<file path="src/rtl/cp0_regs.sv">
// MIPS CP0 subset: BadVAddr, Count, Compare, Status, Cause and EPC with a divided timer and a 2-flop interrupt synchronizer.
// Register updates take effect on the next edge; MFC0 reads are combinational, and the block never stalls.
module cp0_regs #(
    parameter int unsigned COUNT_DIV = 2
) (
    input  logic        clk,
    input  logic        resetn,
    input  logic        mtc0_we,
    input  logic [4:0]  mtc0_addr,
    input  logic [31:0] mtc0_wdata,
    input  logic [4:0]  mfc0_addr,
    output logic [31:0] mfc0_rdata,
    input  logic        is_exception,
    input  logic [4:0]  excep_code,
    input  logic        is_bd,
    input  logic [31:0] excep_pc,
    input  logic        we_badvaddr,
    input  logic [31:0] badvaddr,
    input  logic        eret,
    input  logic [5:0]  hardware_int,
    output logic        is_ie,
    output logic        is_exl,
    output logic [7:0]  int_mask,
    output logic [1:0]  soft_int,
    output logic [31:0] epc,
    output logic [5:0]  pending_hw_int
);

    localparam logic [4:0] ADDR_BADVADDR = 5'd8;
    localparam logic [4:0] ADDR_COUNT    = 5'd9;
    localparam logic [4:0] ADDR_COMPARE  = 5'd11;
    localparam logic [4:0] ADDR_STATUS   = 5'd12;
    localparam logic [4:0] ADDR_CAUSE    = 5'd13;
    localparam logic [4:0] ADDR_EPC      = 5'd14;
    localparam logic [3:0] DIV_LAST      = 4'(COUNT_DIV - 1);

    logic [31:0] badvaddr_q;
    logic [31:0] count_q;
    logic [31:0] compare_q;
    logic [31:0] epc_q;
    logic [7:0]  im_q;
    logic        exl_q;
    logic        ie_q;
    logic        bd_q;
    logic        ti_q;
    logic [1:0]  ip_sw_q;
    logic [4:0]  exc_code_q;
    logic [3:0]  div_q;
    logic [5:0]  hw_sync1_q;
    logic [5:0]  hw_sync2_q;

    logic wr_count, wr_compare, wr_status, wr_cause, wr_epc;
    logic [31:0] status_word, cause_word;

    assign wr_count   = mtc0_we && (mtc0_addr == ADDR_COUNT);
    assign wr_compare = mtc0_we && (mtc0_addr == ADDR_COMPARE);
    assign wr_status  = mtc0_we && (mtc0_addr == ADDR_STATUS);
    assign wr_cause   = mtc0_we && (mtc0_addr == ADDR_CAUSE);
    assign wr_epc     = mtc0_we && (mtc0_addr == ADDR_EPC);

    assign pending_hw_int = {hw_sync2_q[5] | ti_q, hw_sync2_q[4:0]};
    assign is_ie          = ie_q;
    assign is_exl         = exl_q;
    assign int_mask       = im_q;
    assign soft_int       = ip_sw_q;
    assign epc            = epc_q;

    // BEV is hardwired, so Status reads 0x0040_0000 even while reset is held.
    assign status_word = {9'b0, 1'b1, 6'b0, im_q, 6'b0, exl_q, ie_q};
    assign cause_word  = {bd_q, ti_q, 14'b0, pending_hw_int, ip_sw_q, 1'b0, exc_code_q, 2'b0};

    always_comb begin
        mfc0_rdata = 32'b0;
        case (mfc0_addr)
            ADDR_BADVADDR: mfc0_rdata = badvaddr_q;
            ADDR_COUNT:    mfc0_rdata = count_q;
            ADDR_COMPARE:  mfc0_rdata = compare_q;
            ADDR_STATUS:   mfc0_rdata = status_word;
            ADDR_CAUSE:    mfc0_rdata = cause_word;
            ADDR_EPC:      mfc0_rdata = epc_q;
            default:       mfc0_rdata = 32'b0;
        endcase
    end

    always_ff @(posedge clk or negedge resetn) begin
        if (!resetn) begin
            badvaddr_q <= 32'b0;
            count_q    <= 32'b0;
            compare_q  <= 32'b0;
            epc_q      <= 32'b0;
            im_q       <= 8'b0;
            exl_q      <= 1'b0;
            ie_q       <= 1'b0;
            bd_q       <= 1'b0;
            ti_q       <= 1'b0;
            ip_sw_q    <= 2'b0;
            exc_code_q <= 5'b0;
            div_q      <= 4'b0;
            hw_sync1_q <= 6'b0;
            hw_sync2_q <= 6'b0;
        end else begin
            hw_sync1_q <= hardware_int;
            hw_sync2_q <= hw_sync1_q;

            if (wr_count) begin
                count_q <= mtc0_wdata;
                div_q   <= 4'b0;
            end else if (div_q == DIV_LAST) begin
                count_q <= count_q + 32'd1;
                div_q   <= 4'b0;
            end else begin
                div_q <= div_q + 4'd1;
            end

            if (wr_compare) begin
                compare_q <= mtc0_wdata;
            end
            // A Compare write wins over a match seen in the same cycle.
            if (wr_compare) begin
                ti_q <= 1'b0;
            end else if ((compare_q != 32'b0) && (count_q == compare_q)) begin
                ti_q <= 1'b1;
            end

            if (wr_status) begin
                im_q <= mtc0_wdata[15:8];
                ie_q <= mtc0_wdata[0];
            end
            if (is_exception) begin
                exl_q <= 1'b1;
            end else if (eret) begin
                exl_q <= 1'b0;
            end else if (wr_status) begin
                exl_q <= mtc0_wdata[1];
            end

            if (wr_cause) begin
                ip_sw_q <= mtc0_wdata[9:8];
            end
            if (is_exception) begin
                exc_code_q <= excep_code;
            end
            // Nested exceptions keep the original return point and BD flag.
            if (is_exception && !exl_q) begin
                bd_q  <= is_bd;
                epc_q <= excep_pc;
            end else if (wr_epc) begin
                epc_q <= mtc0_wdata;
            end

            // BadVAddr is read-only to software; only a faulting access loads it.
            if (is_exception && we_badvaddr) begin
                badvaddr_q <= badvaddr;
            end
        end
    end

endmodule

</file>
<file path="config.mk">
export PLATFORM = sky130hd
export DESIGN_NAME = cp0_regs
export DESIGN_NICKNAME = d
export VERILOG_FILES = /design/src/rtl/cp0_regs.sv
export SDC_FILE = /design/constraint.sdc
export NUM_CORES = 1
export LEC_CHECK = 0
export ABC_AREA = 1
export ABC_CLOCK_PERIOD_IN_PS = 3500
export BUFFER_PORTS_ARGS = -buffer_cell sky130_fd_sc_hd__buf_4
export CAP_MARGIN = 10
export CELL_PAD_IN_SITES_DETAIL_PLACEMENT = 0
export CELL_PAD_IN_SITES_GLOBAL_PLACEMENT = 2
export CORE_MARGIN = 4
export CORE_UTILIZATION = 34
export DETAILED_ROUTE_END_ITERATION = 8
export GPL_TIMING_DRIVEN = 0
export HOLD_SLACK_MARGIN = 0.1
export PLACE_DENSITY = 0.89
export SKIP_CTS_REPAIR_TIMING = 1
export SYNTH_ARGS = -nofsm -noshare
export SYNTH_HDL_FRONTEND = slang
export SYNTH_SLANG_ARGS = --single-unit
</file>
<file path="constraint.sdc">
create_clock -name clk -period 3.5 [get_ports clk]
set_clock_uncertainty 0.2 [all_clocks]
set_input_delay 0.175 -clock clk [delete_from_list [all_inputs] [get_ports clk]]
set_output_delay 0.175 -clock clk [all_outputs]
set_load 0.005 [all_outputs]
</file>
==> flow_summary.html <==
<table>
<tr><th>Metric</th><th>Value</th></tr>
<tr><th colspan="2">Drt</th></tr>
<tr><td>Post-detailed-route wirelength per cell</td><td>roughly 21 µm</td></tr>
<tr><td>Met2 wire len</td><td>17630 µm</td></tr>
<tr><td>Total wire length after detailed routing</td><td>around 37000 µm</td></tr>
<tr><td>Met1 WL</td><td>between 15000 and 20000 µm</td></tr>
<tr><td>Met3 wire length</td><td>2474 µm</td></tr>
<tr><td>Number of nets with antenna violations after routing</td><td>0</td></tr>
<tr><td>Uppermost layer routed</td><td>met4</td></tr>
<tr><td>Violation count after the first detailed-routing iteration</td><td>775</td></tr>
<tr><td>Number of detailed-route iterations in the first pass</td><td>6</td></tr>
<tr><td>Avg Vias per Cell</td><td>about 5.1</td></tr>
<tr><td>Routed via count</td><td>between 9000 and 10000</td></tr>
<tr><td>Number of remaining DRC errors</td><td>0</td></tr>
<tr><th colspan="2">Die</th></tr>
<tr><td>Starting density of the core</td><td>0.3466</td></tr>
<tr><td>Height of the die</td><td>168.4 µm</td></tr>
<tr><td>Area of the core</td><td>~25000 µm²</td></tr>
<tr><td>Die width</td><td>approximately 170 µm</td></tr>
<tr><td>Num ports</td><td>206</td></tr>
<tr><td>Site row count</td><td>a little under 60</td></tr>
<tr><td>Die outline area</td><td>28370 µm²</td></tr>
<tr><th colspan="2">Setup path</th></tr>
<tr><td>Delay of the slowest critical-path stage</td><td>roughly 580 ps</td></tr>
<tr><td>Critical Path Fanout Max</td><td>10</td></tr>
<tr><td>Worst Setup Path Type</td><td>input port to flop</td></tr>
<tr><td>Required time at the worst-slack endpoint</td><td>3620 ps</td></tr>
<tr><td>Type of element launching the critical path</td><td>input port</td></tr>
<tr><td>CP Buf/Inv Count</td><td>5</td></tr>
<tr><td>Sort of element at the end of the critical path</td><td>flop</td></tr>
<tr><td>Cell type group with the largest total delay on the critical path</td><td>buffers and inverters</td></tr>
<tr><td>Chain of cells forming the critical path</td><td>dlygate4sd3_1, buf_4, inv_1, nand2_1, nor2_1, nand3_1, nor2_1, clkbuf_1, a21oi_1, dlygate4sd3_1</td></tr>
<tr><td>Worst path arrival time</td><td>~3000 ps</td></tr>
<tr><td>Critical Path Slowest Stage Cell</td><td>sky130_fd_sc_hd__dlygate4sd3_1</td></tr>
<tr><th colspan="2">Pwr</th></tr>
<tr><td>Static Leakage</td><td>about 6 nW</td></tr>
<tr><td>Net switching power of the design</td><td>about 2.5 mW</td></tr>
<tr><td>Switching part of the total</td><td>0.3775</td></tr>
<tr><td>Peak supply drop</td><td>about 0.00031 V</td></tr>
<tr><td>Power Internal</td><td>~4.2 mW</td></tr>
<tr><td>Combinational share of power</td><td>0.305</td></tr>
<tr><td>Power density relative to cell area</td><td>approximately 530 nW/µm²</td></tr>
<tr><td>Portion of total power attributed to sequential cells</td><td>0.409</td></tr>
<tr><td>Clock network fraction of total power</td><td>0.286</td></tr>
<tr><th colspan="2">STA</th></tr>
<tr><td>Unrepaired setup endpoints after global routing</td><td>false</td></tr>
<tr><td>Final-report setup violation count</td><td>0</td></tr>
<tr><td>Final total negative setup slack</td><td>0 ps</td></tr>
<tr><td>Rel. slew slack</td><td>0.4789</td></tr>
<tr><td>Fin crit period</td><td>approximately 2800 ps</td></tr>
<tr><td>Highest Clock Rate</td><td>~360 MHz</td></tr>
<tr><td>Max-slew violation count</td><td>0</td></tr>
<tr><td>Period utilization</td><td>0.8016</td></tr>
<tr><td>Slew at the pin closest to its max-slew limit</td><td>781.6 ps</td></tr>
<tr><td>Final hold vios</td><td>0</td></tr>
<tr><th colspan="2">Clocking</th></tr>
<tr><td>Root buffer cell</td><td>sky130_fd_sc_hd__clkbuf_16</td></tr>
<tr><td>TritonCTS buffer count</td><td>17</td></tr>
<tr><td>Clock latency reported for the late side of the worst-skew pair</td><td>about 440 ps</td></tr>
<tr><td>TritonCTS clock tree</td><td>built</td></tr>
<tr><td>Clock Tree Buf Depth</td><td>2</td></tr>
<tr><td>Number of H-tree levels</td><td>4</td></tr>
<tr><td>Clock net sink count</td><td>between 150 and 200</td></tr>
<tr><td>Clk slew on worst S/H paths</td><td>roughly 70 ps</td></tr>
<tr><th colspan="2">Yosys</th></tr>
<tr><td>Number of flip-flops and latches in the synthesized netlist</td><td>approximately 160</td></tr>
<tr><td>Distinct cells, synth</td><td>40</td></tr>
<tr><td>Cell Area, Synth</td><td>8752 µm²</td></tr>
<tr><td>Top cells by count, synth</td><td>sky130_fd_sc_hd__nand2_1, sky130_fd_sc_hd__dfrtp_1, sky130_fd_sc_hd__inv_1</td></tr>
<tr><td>Most common cell in the netlist</td><td>sky130_fd_sc_hd__nand2_1</td></tr>
<tr><td>Ys flop type</td><td>sky130_fd_sc_hd__dfrtp_1</td></tr>
<tr><td>Syn Area/Cell</td><td>between 8 and 9 µm²</td></tr>
<tr><td>Leading cell types by total area after synthesis</td><td>sky130_fd_sc_hd__dfrtp_1, sky130_fd_sc_hd__nand2_1, sky130_fd_sc_hd__inv_1, sky130_fd_sc_hd__mux2_2, sky130_fd_sc_hd__a22oi_1</td></tr>
<tr><td>Dominant cell type by area after synthesis</td><td>sky130_fd_sc_hd__dfrtp_1</td></tr>
<tr><td>Number of synthesized flops with an enable pin</td><td>0</td></tr>
<tr><td>Share of async-settable or async-resettable flops after synthesis</td><td>1.000</td></tr>
<tr><td>Count of synthesis-stage warnings from yosys</td><td>0</td></tr>
<tr><td>Post-synth top area share</td><td>0.4660</td></tr>
<tr><td>Cell count after synthesis</td><td>1078</td></tr>
<tr><td>Sequential fraction of the synthesis area</td><td>0.4660</td></tr>
<tr><td>Synthesized net count</td><td>approximately 1200</td></tr>
<tr><th colspan="2">Global routing</th></tr>
<tr><td>GRT Residual Overflow</td><td>0</td></tr>
<tr><td>Overall Global Routing Usage</td><td>0.2499</td></tr>
<tr><td>Vias in the first global route</td><td>about 8500</td></tr>
<tr><td>Global-route wire length before repair</td><td>roughly 53000 µm</td></tr>
<tr><td>Pin count of the biggest net entering global routing</td><td>99</td></tr>
<tr><td>Initial antenna violation count</td><td>0</td></tr>
<tr><th colspan="2">Finish</th></tr>
<tr><td>Count of non-filler cells in the finished layout</td><td>~1800</td></tr>
<tr><td>Number of fill cells in the layout</td><td>2468</td></tr>
<tr><td>Nets@finish</td><td>~1600</td></tr>
<tr><td>Share of final-layout standard cells stronger than drive strength 1</td><td>0.2269</td></tr>
<tr><td>Growth of design area from synthesis to finish</td><td>46.33%</td></tr>
<tr><td>Number of antenna diodes</td><td>0</td></tr>
<tr><th colspan="2">Job</th></tr>
<tr><td>Total of max-cap violations</td><td>0</td></tr>
<tr><th colspan="2">Placement</th></tr>
<tr><td>Placed wire-length estimate after detailed placement</td><td>about 28000 µm</td></tr>
<tr><td>Placed Cells incl. Taps</td><td>around 1600</td></tr>
<tr><td>Routability cong.</td><td>just over 0.9</td></tr>
<tr><td>Port Buf Inserts</td><td>just over 200</td></tr>
<tr><th colspan="2">Status</th></tr>
<tr><td>Run status</td><td>finished, final reports clean</td></tr>
<tr><th colspan="2">Worst hold path</th></tr>
<tr><td>Kind of path behind the tightest hold check</td><td>input port to flop</td></tr>
</table>
[path summary, 6_finish.rpt]
| kind | from | to | slack (ps) | cells past startpoint |
|---|---|---|---|---|
| max reg2reg | is_exl | epc[13] | 1080 | 6 |
| max | mtc0_addr[4] | epc[28] | 690 | 10 |
| min in group asynchronous | resetn | badvaddr_q[11] | 170 | 2 |
| min | mtc0_addr[0] | compare_q[0] | 50 | 5 |
| min reg2reg | hw_sync1_q[5] | hw_sync2_q[5] | 150 | 0 |
| max in group asynchronous | resetn | compare_q[17] | 2100 | 3 |
[per-layer routing]
layer / vias up / global-route usage
met5: - / 0
met4: 0 / 0.08010
met3: 54 / 0.04790
met2: 332 / 0.3948
met1: 4426 / 0.3473
li1: 4314 / -
[layout by cell type (no fill, tap or decap), types with 4 or more instances in the layout]
cell,count
sky130_fd_sc_hd__nor2_1,64
sky130_fd_sc_hd__inv_2,8
sky130_fd_sc_hd__nor2_2,6
sky130_fd_sc_hd__o21ai_0,45
sky130_fd_sc_hd__clkbuf_16,17
sky130_fd_sc_hd__buf_2,22
sky130_fd_sc_hd__dfrtp_1,163
sky130_fd_sc_hd__a22oi_1,46
sky130_fd_sc_hd__buf_4,212
sky130_fd_sc_hd__mux2_2,32
sky130_fd_sc_hd__dlygate4sd3_1,147
sky130_fd_sc_hd__o211ai_1,27
sky130_fd_sc_hd__a21oi_1,26
sky130_fd_sc_hd__clkinv_4,4
sky130_fd_sc_hd__nor3_2,4
sky130_fd_sc_hd__xnor2_1,21
sky130_fd_sc_hd__xor2_1,14
sky130_fd_sc_hd__inv_1,108
sky130_fd_sc_hd__o22ai_1,29
sky130_fd_sc_hd__nor3_1,20
sky130_fd_sc_hd__o21ai_1,9
sky130_fd_sc_hd__clkbuf_1,19
sky130_fd_sc_hd__nand2_1,317
sky130_fd_sc_hd__nand3_1,47
sky130_fd_sc_hd__o221ai_1,4
sky130_fd_sc_hd__inv_8,5
sky130_fd_sc_hd__nand4_1,13
[kinds of logic (layout without fill, tap and decap cells)]
group           Yosys count  after routing  synth area share
mux                      32             32           0.04117
fa+ha+maj                 3              3          0.004289
flops                   163            163            0.4660
xor+xnor                 35             35           0.03503
simple gates            486            486            0.2375
compound gates          190            190            0.1367
buf+inv                 169            554           0.07934
[state kept, by name (all words and copies together), names as in the netlist, 4 cells and up]
signal	cells
exc_code_q	5
hw_sync2_q	6
int_mask	8
count_q	32
hw_sync1_q	6
epc	32
badvaddr_q	32
compare_q	32
div_q	4
[per-stage QoR]
stage	setup WS, ps	hold slack, ps	util	cell area [µm²]	total power, mW
floorplan	1873	-320.6	-	8752	3.735
global route	588.7	103.9	0.5071	12810	7.107
global placement	1036	85.20	0.4239	10700	4.605
finish	694.2	52.19	0.5071	12810	6.735
detailed placement	1134	78.00	0.4252	10740	4.634
CTS	1125	-397.6	0.4489	11340	6.570
[tightest hold or removal path, stage by stage]
cell,delay [ps]
sky130_fd_sc_hd__buf_4,110
sky130_fd_sc_hd__inv_1,100
sky130_fd_sc_hd__nor3_4,100
sky130_fd_sc_hd__nand2_1,60
sky130_fd_sc_hd__o21ai_0,80
[cell type report]
cell class | count | area (µm²) | share of cell area
Buffer | 53 | 259.0 | 0.02022
Clock buffer | 18 | 439.2 | 0.03429
Clock inverter | 14 | 157.7 | 0.01231
Inverter | 116 | 435.4 | 0.03400
Multi-Input combinational cell | 746 | 3979 | 0.3107
Sequential cell | 163 | 4079 | 0.3185
Tap cell | 330 | 412.9 | 0.03224
Timing Repair Buffer | 353 | 3045 | 0.2378
[power by group through the flow]
stage | sequential [mW] | clock, mW | combinational [mW]
after floorplan | 2.61 | 0 | 1.13
after global placement | 2.77 | 0 | 1.84
after detailed placement | 2.77 | 0 | 1.87
after CTS | 2.74 | 1.95 | 1.88
after global routing | 2.80 | 2.03 | 2.28
final | 2.75 | 1.93 | 2.05
Power figures use the tool's default switching activity.
